`src/rtl/exec_pkg.sv`:
```
// Shared definitions for the RV32 execute stage: ALU opcodes and default datapath width.
package exec_pkg;
  localparam int DATA_W = 32;

  localparam logic [3:0] ALU_ADD   = 4'd0;
  localparam logic [3:0] ALU_SUB   = 4'd1;
  localparam logic [3:0] ALU_SLL   = 4'd2;
  localparam logic [3:0] ALU_SLT   = 4'd3;
  localparam logic [3:0] ALU_SLTU  = 4'd4;
  localparam logic [3:0] ALU_XOR   = 4'd5;
  localparam logic [3:0] ALU_SRL   = 4'd6;
  localparam logic [3:0] ALU_SRA   = 4'd7;
  localparam logic [3:0] ALU_OR    = 4'd8;
  localparam logic [3:0] ALU_AND   = 4'd9;
  localparam logic [3:0] ALU_PASSB = 4'd10;
  localparam logic [3:0] ALU_MUL   = 4'd11;
endpackage

```
`src/rtl/exec_unit_alu_core.sv`:
```
// Purely combinational RV32 ALU. Define EXEC_MUL_EN to give ALU_MUL a real
// (low-half, unsigned) multiplier; otherwise that opcode returns 0.
module alu_core
  import exec_pkg::*;
#(
  parameter int W = exec_pkg::DATA_W
) (
  input  logic [3:0]   sel,
  input  logic [W-1:0] a,
  input  logic [W-1:0] b,
  output logic [W-1:0] y
);
  localparam int SH_W = $clog2(W);

  logic [SH_W-1:0] sh;
  logic            lt_s, lt_u;

  assign sh   = b[SH_W-1:0];
  assign lt_s = $signed(a) < $signed(b);
  assign lt_u = a < b;

  always_comb begin
    y = '0;
    case (sel)
      ALU_ADD:   y = a + b;
      ALU_SUB:   y = a - b;
      ALU_SLL:   y = a << sh;
      ALU_SLT:   y = {{(W-1){1'b0}}, lt_s};
      ALU_SLTU:  y = {{(W-1){1'b0}}, lt_u};
      ALU_XOR:   y = a ^ b;
      ALU_SRL:   y = a >> sh;
      ALU_SRA:   y = $unsigned($signed(a) >>> sh);
      ALU_OR:    y = a | b;
      ALU_AND:   y = a & b;
      ALU_PASSB: y = b;
`ifdef EXEC_MUL_EN
      ALU_MUL:   y = a * b;
`else
      ALU_MUL:   y = '0;
`endif
      default:   y = '0;
    endcase
  end
endmodule

```
`src/rtl/exec_unit.sv`:
```
// Registered execute stage: free adder, ALU and branch comparator captured in one
// output register. Optional multiplier enabled by EXEC_MUL_EN (see alu_core).
module exec_unit
  import exec_pkg::*;
#(
  parameter int DATA_W = exec_pkg::DATA_W
) (
  input  logic              clk,
  input  logic              rst_n,
  input  logic              in_valid,
  input  logic [DATA_W-1:0] add_in0,
  input  logic [DATA_W-1:0] add_in1,
  input  logic [3:0]        alu_sel,
  input  logic [DATA_W-1:0] rs1,
  input  logic [DATA_W-1:0] rs2,
  input  logic              br_un,
  output logic              out_valid,
  output logic [DATA_W-1:0] adder_out,
  output logic [DATA_W-1:0] alu_out,
  output logic              br_eq,
  output logic              br_lt
);
  logic [DATA_W-1:0] add_d, alu_d;
  logic              eq_d, lt_d;

  assign add_d = add_in0 + add_in1;
  assign eq_d  = rs1 == rs2;
  assign lt_d  = br_un ? (rs1 < rs2) : ($signed(rs1) < $signed(rs2));

  alu_core #(.W(DATA_W)) u_alu (
    .sel (alu_sel),
    .a   (rs1),
    .b   (rs2),
    .y   (alu_d)
  );

  // Data outputs only advance on valid input; out_valid tracks in_valid every cycle.
  always_ff @(posedge clk or negedge rst_n) begin
    if (!rst_n) begin
      out_valid <= 1'b0;
      adder_out <= '0;
      alu_out   <= '0;
      br_eq     <= 1'b0;
      br_lt     <= 1'b0;
    end else begin
      out_valid <= in_valid;
      if (in_valid) begin
        adder_out <= add_d;
        alu_out   <= alu_d;
        br_eq     <= eq_d;
        br_lt     <= lt_d;
      end
    end
  end
endmodule

```
`config.mk`:
```
export PLATFORM = sky130hd
export DESIGN_NAME = exec_unit
export DESIGN_NICKNAME = d
export VERILOG_FILES = /design/src/rtl/exec_pkg.sv /design/src/rtl/exec_unit_alu_core.sv /design/src/rtl/exec_unit.sv
export SDC_FILE = /design/constraint.sdc
export NUM_CORES = 1
export LEC_CHECK = 0
export CORE_ASPECT_RATIO = 1.75
export CORE_UTILIZATION = 30
export DETAILED_ROUTE_END_ITERATION = 6
export GPL_TIMING_DRIVEN = 0
export SYNTH_ARGS = -nofsm -noshare
export SYNTH_HDL_FRONTEND = slang
export SYNTH_SLANG_ARGS = --single-unit
```
`constraint.sdc`:
```
create_clock -name clk -period 1.8 [get_ports clk]
set_input_delay 0.36 -clock clk [delete_from_list [all_inputs] [get_ports clk]]
set_output_delay 0.36 -clock clk [all_outputs]
set_load 0.02 [all_outputs]
```
## After elaboration in Yosys (flattened, before gate mapping)

Cells that the tools add are included.

- Add/sub/neg operators: 3
- Magnitude comparators: 2
- Eq/ne operators: 11
- Shifts and indexed selects: 3
- Multiplexer cells: 2
- Bitwise logic cells: 3
- Reduce and logical (&&, ||, !) cells: 1

Operator list:

| kind | count |
|---|---|
| 32-bit case mux with 11 select lines | 1 |
| 32-bit adder | 2 |
| 32-bit less-than comparator | 2 |
| 32-bit AND | 1 |
| 32-bit == test | 1 |
| 32-bit OR | 1 |
| 32-bit by 5-bit left shift with 32-bit output | 1 |
| 32-bit by 5-bit >> shifter with 32-bit output | 1 |
| 32-bit by 5-bit >>> shifter with 32-bit output | 1 |
| 32-bit subtractor | 1 |
| 32-bit XOR | 1 |
| 4-bit by 3-bit == test with 1-bit output, second input constant | 4 |
| 4-bit == test, second input constant | 3 |
| 4-bit by 2-bit == test with 1-bit output, second input constant | 2 |
| 4-bit by 1-bit == test with 1-bit output, second input constant | 1 |
| 4-bit zero test | 1 |
| 1-bit 2-to-1 mux | 1 |

- Flip-flop bits (word level): 67
- Input bits: 136
- Output and inout bits: 67
- Logic and storage cells: 30

## Longest topological paths before layout

Gate-level depths: netlist of the first run.

- Depth in word-level cells: 2
- Depth in mapped cells: 15
- Mapped depth without buffers: 12

## Cells and area by module

A second synthesis of the first run with hierarchy kept.

- Cells, all modules: 1980
- Area, all modules: 14453.9 sq um

By module, submodules not included:

| module | instances | cells each | area each (sq um) | sequential area each (sq um) |
|---|---|---|---|---|
| alu_core | 1 | 1434 | 9282.7 | 0.0 |
| exec_unit | 1 | 546 | 5171.2 | 1676.6 |

## Worst setup path after synthesis of the first run

OpenSTA, ideal clock, no wires.

- Kind: input port to flip-flop
- Start: input rs2[2]
- End: register alu_out[25]
- Library setup time: 0.146 ns
- Arrival time: 3.665 ns
- Data required time: 1.654 ns
- Path slack: -2.011 ns
- Cell stages on the path: 15
- Buffers on the path: 4
- Cells stage by stage: clkbuf_1 -> inv_1 -> buf_2 -> buf_2 -> buf_1 -> ha_1 -> nor3_1 -> a2111oi_4 -> nor3_2 -> o211ai_2 -> a31oi_4 -> nand4_1 -> mux2_4 -> a221oi_2 -> o221ai_1

- Longest elaborated chain between the ends: 2
- Elaborated cells between the ends (all ways): 6
- Those cells by class: add/sub (2); shift (3); mux (1)

RTL lines:

| what | line | text |
|---|---|---|
| from (decl) | exec_unit.sv:15 | `input logic [DATA_W-1:0] rs2,` |
| 32-bit subtractor (tied with other cells) | exec_unit_alu_core.sv:26 | `ALU_SUB: y = a - b;` |
| 32-bit case mux with 11 select lines * | exec_unit_alu_core.sv:24 | `case (sel)` |
| to (signal assigned) | exec_unit.sv:49 | `alu_out <= alu_d;` |
| to (decl) | exec_unit.sv:19 | `output logic [DATA_W-1:0] alu_out,` |

Every way passes the cells marked *; elsewhere a longest branch is shown, timed or not.
A chain may end at the register's enable or synchronous reset.

## Worst setup path in the final report of the first run

- Start: input rs2[2]
- End: register alu_out[24]

The elaborated chain is that of the path after synthesis.

==> results of run 1 <==
what timing repair did:
action / in CTS / in global routing
pin swaps: 123 / 108
endpoints found under the setup margin: 67 / 60
gates resized for setup: 727 / 205
hold buffers: 0 / 0
cloned: 1 / 0
endpoints found under the hold margin: 0 / 0
buffers inserted: 105 / 44
synth_stat cells, types with 12 or more instances:
master     number  area [µm²]
a21o_1         28         210
nand4_1        19         119
o211ai_1       28         210
nand3_1        34         170
a221oi_1       17         149
a22oi_1        16         120
o21ai_1        18        90.1
a211oi_1       42         315
nand2b_1       17         106
ha_1          128        1600
buf_1          13        48.8
or3_1          15        93.8
xor2_1         12         105
mux2_2         33         372
o2bb2ai_1      17         149
clkbuf_1       92         345
a21oi_1       176         881
mux4_2         22         495
nor2b_1        22         138
o22ai_1        18         113
mux2i_1        68         681
a31oi_1        27         169
inv_1         114         428
and2_1         14        87.6
o221ai_1       15         131
buf_2          21         105
nand2_1       138         518
o21bai_1       14         105
dfrtp_1        67        1680
nor2_1        179         672
nor3_1         48         240
o21ai_0        99         495
o31ai_1        17         128
xnor2_1        27         236
cell usage in the layout (no fill, tap or decap), drive strengths merged, types with 12 or more instances in the layout:
master,n
a22oi,16
xor2,12
nand2b,17
nand4,19
a2111oi,12
clkdlybuf4s50,104
a31oi,28
nand2,138
a211oi,42
clkbuf,97
dfrtp,67
and2,14
dlygate4sd2,19
mux2,34
nor3,49
nor2,179
clkdlybuf4s15,27
nand3,34
a21o,28
nor2b,22
xnor2,27
o22ai,18
o221ai,15
o2bb2ai,17
a221oi,18
o31ai,18
mux4,22
ha,128
mux2i,68
a21oi,176
o21bai,14
o211ai,29
o21ai,117
or3,16
buf,220
inv,116
layer usage:
layer	GRT usage, %	part of all wire [%]	up-vias
met5	0	0.036	-
met4	42.0	13	4
met3	5.63	5.4	435
met2	71.5	49	973
met1	38.1	33	8281
li1	-	-	7376
critical path: stages:
cell and delay (ps):
buf_8 70, clkbuf_16 160, inv_12 30, buf_12 110
buf_12 120, buf_12 140, ha_4 250, buf_4 140
nor2b_4 120, o31a_1 290, o211ai_1 470, a31oi_4 210
nor3_4 270, nor2_4 80, a221o_1 310, a211oi_2 260
o2bb2ai_1 80
stage by stage:
step                cell area, µm²  cells  setup TNS, ps
finish                       20300   2698         -46900
global route                 20300   2697         -49670
CTS                          19400   2659         -44020
detailed placement           16400   2555        -126900
global placement             16400   2553        -262110
floorplan                    13700   1791         -36550
registers in the layout, indices dropped and copies added, names as in the netlist:
name	cells
out_valid	1
alu_out	32
adder_out	32
br_lt	1
br_eq	1
layout make-up:
| class | instances | area share [%] |
|---|---|---|
| antenna | 1 | 0.0123 |
| buffer | 110 | 5.22 |
| clock buffer | 12 | 1.21 |
| clock inverter | 4 | 0.364 |
| inverter | 120 | 2.47 |
| multi-input combinational | 1474 | 63.1 |
| sequential | 67 | 8.26 |
| tap | 561 | 3.46 |
| timing repair buffer | 349 | 15.9 |
worst max-delay path by stage:
stage	endpoint	slack, ps	cells past startpoint
after floorplan	alu_out[29]$_DFFE_PN0P_	-1230	15
final	alu_out[24]$_DFFE_PN0P_	-1510	17
after global routing	alu_out[24]$_DFFE_PN0P_	-1520	17
after detailed placement	alu_out[22]$_DFFE_PN0P_	-3310	12
after CTS	alu_out[29]$_DFFE_PN0P_	-1500	17
after global placement	alu_out[22]$_DFFE_PN0P_	-3370	12
cell families after synthesis:
group,Yosys count,synth area share (%)
mux,124,11.9
simple gates,530,18.9
buf+inv,250,7.54
compound gates,650,33.5
fa+ha+maj,131,12.7
flops,67,12.8
xor+xnor,39,2.61
power breakdown:
| group | total (mW) | switching (mW) | internal (mW) |
|---|---|---|---|
| logic | 7.41 | 4.30 | 3.11 |
| registers | 1.95 | 0.177 | 1.77 |
| clock network | 1.97 | 0.720 | 1.25 |
==> impl_metrics.ini, run 1 <==
[outcome]
status = complete, but fails checks
violations = setup timing

[critical_path]
worst-r2r-cell-count = 5
critical_path_class = in -> reg
crit_path_start = rs2[2]
startpoint_type = input pin
rrSetupSlack_ps = -110
critical_path_required_ps = 2010
cp_max_fo = 4
timing.rr.start = alu_out[20]$_DFFE_PN0P_
worstPathArrival_ps = 3520
critPathCaptureType = register
r2r-end = alu_out[20]$_DFFE_PN0P_

[clock_network]
cts_sinks = 67
cts_root_buffer = clkbuf_16
cts_tree = yes
cts-buffers-inserted = 9
htree_levels = 3
cts.path.max_buffers = 2
clk_pin_slew_worst_paths_ps = 60
clk_latency_ps = 340

[floorplan]
core_area_um2 = 42800
start_util_pct = 30.6
fp.dieH_um = 278
die_w_um = 160
row_count = 100
dieArea_um2 = 44500
io_pins = 203

[job]
drv_cap = 0

[finish]
seqCellArea_um2 = 1680
synthToLayoutAreaGrowth_pct = 55.1
finish.utilization_pct = 47.5
fin_nets = 2398
multi_input_area_um2 = 12800
drive_above_1_share_pct = 34.2
fillers = 4256

[sta]
drv_slew = 0
worst_hold_slack_ps = 126
timing.final.ws_setup_ps = -1510
hold_violations = 0
period_share_pct = 184
tightest_slew_ps = 901
period_minus_slack_ps = 3310
finalSetupViolations = 57
fin_skew_ps = 0
max_freq_mhz = 302
relSlewSlack_pct = 39.7
rsz0062_at_grt = true

[synthesis]
synth_cells = 1791
ys_ff_latch = 67
synth_area_um2 = 13100
syn-num-nets = 2058
async_flop_share_pct = 100
synth-edff-count = 0
synthFlopType = dfrtp_1
syn-mean-instance-area_um2 = 7.31
seq_area_frac_synth_pct = 12.8
synthDistinctLibCells = 90
synth_warnings = 0

[drt]
vias_per_cell = 6.33
drc = 0
wire_per_inst_um = 34.1
drt_first_pass_iters = 5
ant_nets = 0
vias = 17069
wl_mm = 91.9
drtIter0Drc = 1285

[place]
port_buffers = 201
dp_slack_ps = -3310
gp_congestion = 1.08
dp_hpwl_mm = 72.4

[global_routing]
grtUsageTotal_pct = 40.1
grt_overflow_total = 0
first_global_vias = 17230
grt_max_degree = 68
grt_pass1_wl_mm = 126
grt_antenna_before_repair = 4

[power_and_ir_drop]
finalPower_mw = 11.3
peakVddDrop_uv = 528
pwr_density_cell_nw_per_um2 = 558
leakage_nw = 8.25

[min_path]
hp-class = in -> async
Power figures use the tool's default switching activity.
==> inputs of run 2 (changes only) <==
Settings changed: PLACE_DENSITY from default to 0.63, SLEW_MARGIN from default to 5.
==> run 2 against run 1 <==
  * The run still ends with setup timing left
  * Fmax rose by 0.42%
  * Cell count is 0.96% higher
  * Critical path depth stayed put
  * Setup slack improved by 14 ps
  * First-iteration DRC count rose by 8.8%
  * Die area did not move
  * Register-to-register slack got worse by 120 ps
  * Clock power down 16%
  * Combinational power up 4.0%
  * Cell area grew 2.0%
  * Sequential share of layout area fell by 0.16 points
==> impl_metrics.ini, run 2 (same netlist as run 1, synthesis figures left out) <==
[sta]
worst_hold_slack_ps = 356
tightest_slew_ps = 965
period_minus_slack_ps = 3300
tns_ps = -48470
drv_slew = 0
relSlewSlack_pct = 35.7
fin_skew_ps = 0
max_freq_mhz = 303
rsz0062_at_grt = true
finalSetupViolations = 60
timing.final.ws_setup_ps = -1500
hold_violations = 0
period_share_pct = 183

[clock_network]
cts-buffers-inserted = 9
cts_sinks = 67
htree_levels = 3
cts_root_buffer = clkbuf_16
clk_latency_ps = 340
clk_pin_slew_worst_paths_ps = 60
cts_tree = yes
cts.path.max_buffers = 2

[finish]
fin_nets = 2424
seqCellArea_um2 = 1680
drive_above_1_share_pct = 36.5
fin_area_um2 = 20700
final_cell_mix = nor2_1 (163), a21oi_1 (137), buf_4 (136)
multi_input_area_um2 = 13000
synthToLayoutAreaGrowth_pct = 58.2
final_common_cell = nor2_1
reg_top3 = adder_out x32, alu_out x32
fillers = 4145

[drt]
drc = 0
wire_per_inst_um = 35.2
drt_first_pass_iters = 6
vias = 17431
ant_nets = 0
wl_mm = 95.7
drtIter0Drc = 1398
vias_per_cell = 6.40

[global_routing]
grt_antenna_before_repair = 2
first_global_vias = 17460
grt_pass1_wl_mm = 131
grt_max_degree = 64
grtUsageTotal_pct = 41.7
grt_overflow_total = 0

[power_and_ir_drop]
pwr_density_cell_nw_per_um2 = 546
peakVddDrop_uv = 517
leakage_nw = 8.47

[floorplan]
core_area_um2 = 42800
die_w_um = 160
io_pins = 203
dieArea_um2 = 44500
row_count = 100
fp.dieH_um = 278
start_util_pct = 30.6

[place]
gp_congestion = 1.07
dp_hpwl_mm = 74.7
dpl_cell_area_um2 = 16500
dp_slack_ps = -3130
port_buffers = 201

[critical_path]
worst-r2r-cell-count = 5
cp_max_fo = 5
critPathCaptureType = register
worstPathArrival_ps = 3530
critical_path_required_ps = 2030
startpoint_type = input pin
critical_path_class = in -> reg
rrSetupSlack_ps = -230

[min_path]
hp-class = in -> async

[job]
drv_cap = 0

[outcome]
violations = setup timing
status = complete, but fails checks
-- run 2: changes by cell type in the layout (fill, tap and decap cells not counted), sizes merged --
| cell | change |
|---|---|
| buf | +41 |
| bufbuf | -1 |
| bufinv | -2 |
| clkbuf | -11 |
| clkdlybuf4s15 | +2 |
| clkdlybuf4s18 | -2 |
| clkdlybuf4s50 | -5 |
| clkinvlp | +3 |
| diode | +1 |
| dlygate4sd2 | -2 |
| dlygate4sd3 | +1 |
| inv | +1 |
-- run 2: worst paths after layout --
| path | to | start |
|---|---|---|
| worst min-delay path | adder_out[8]$_DFFE_PN0P_ | rst_n |
| min in group clk | adder_out[0]$_DFFE_PN0P_ | add_in0[0] |
| worst min register to register | alu_out[15]$_DFFE_PN0P_ | alu_out[15]$_DFFE_PN0P_ |
| worst max register to register | alu_out[20]$_DFFE_PN0P_ | alu_out[20]$_DFFE_PN0P_ |
| max in group asynchronous | alu_out[15]$_DFFE_PN0P_ | rst_n |
| worst max-delay path | alu_out[21]$_DFFE_PN0P_ | rs2[3] |
-- run 2: power breakdown --
part           internal, mW  total [mW]  switching (mW)
Sequential             1.77        1.95           0.176
Combinational          3.24        7.71            4.47
Clock                 0.924        1.66           0.738
-- run 2: layout make-up --
cell class	instances	share of cell area, %
Multi-Input combinational cell	1474	62.8
Timing Repair Buffer	375	16.6
Sequential cell	67	8.09
Buffer	110	5.25
Tap cell	561	3.39
Inverter	120	2.51
Clock buffer	9	1.09
Clock inverter	6	0.211
Antenna cell	2	0.0242
-- run 2: timing repair --
action                                 4_1_cts  5_1_grt
setup buffers                              128       56
endpoints found under the hold margin        4        0
setup endpoints to repair                   67       66
hold buffers                                 1        0
cloned                                       0        2
resized for setup                          854      179
pin swaps                                  153      115
-- run 2: per-stage QoR --
step                instances  total power [mW]  util [%]
floorplan                1791              5.19         -
global placement         2553              7.79      38.3
detailed placement       2557              7.82      38.4
CTS                      2673              10.7      46.2
global route             2724              11.7      48.4
finish                   2724              11.3      48.4
-- run 2: critical path: stages --
cell       delay, ps
buf_8             80
clkbuf_16        170
clkinv_8          70
buf_12           120
buf_12           140
ha_4             330
nor3b_4           70
a2111oi_4        440
nor3_4           110
o211ai_4         280
a31oi_4          200
buf_4            200
buf_6            110
a21o_1           160
o311ai_1         240
nand4_1          200
a22o_1           220
-- run 2: routing by layer --
layer / wire (µm) / track usage (%) / up-vias
li1: - / - / 7439
met1: 31200 / 40.2 / 8549
met2: 46800 / 73.1 / 1010
met3: 5240 / 5.84 / 433
met4: 12500 / 45.5 / 0
met5: 0 / 0 / -
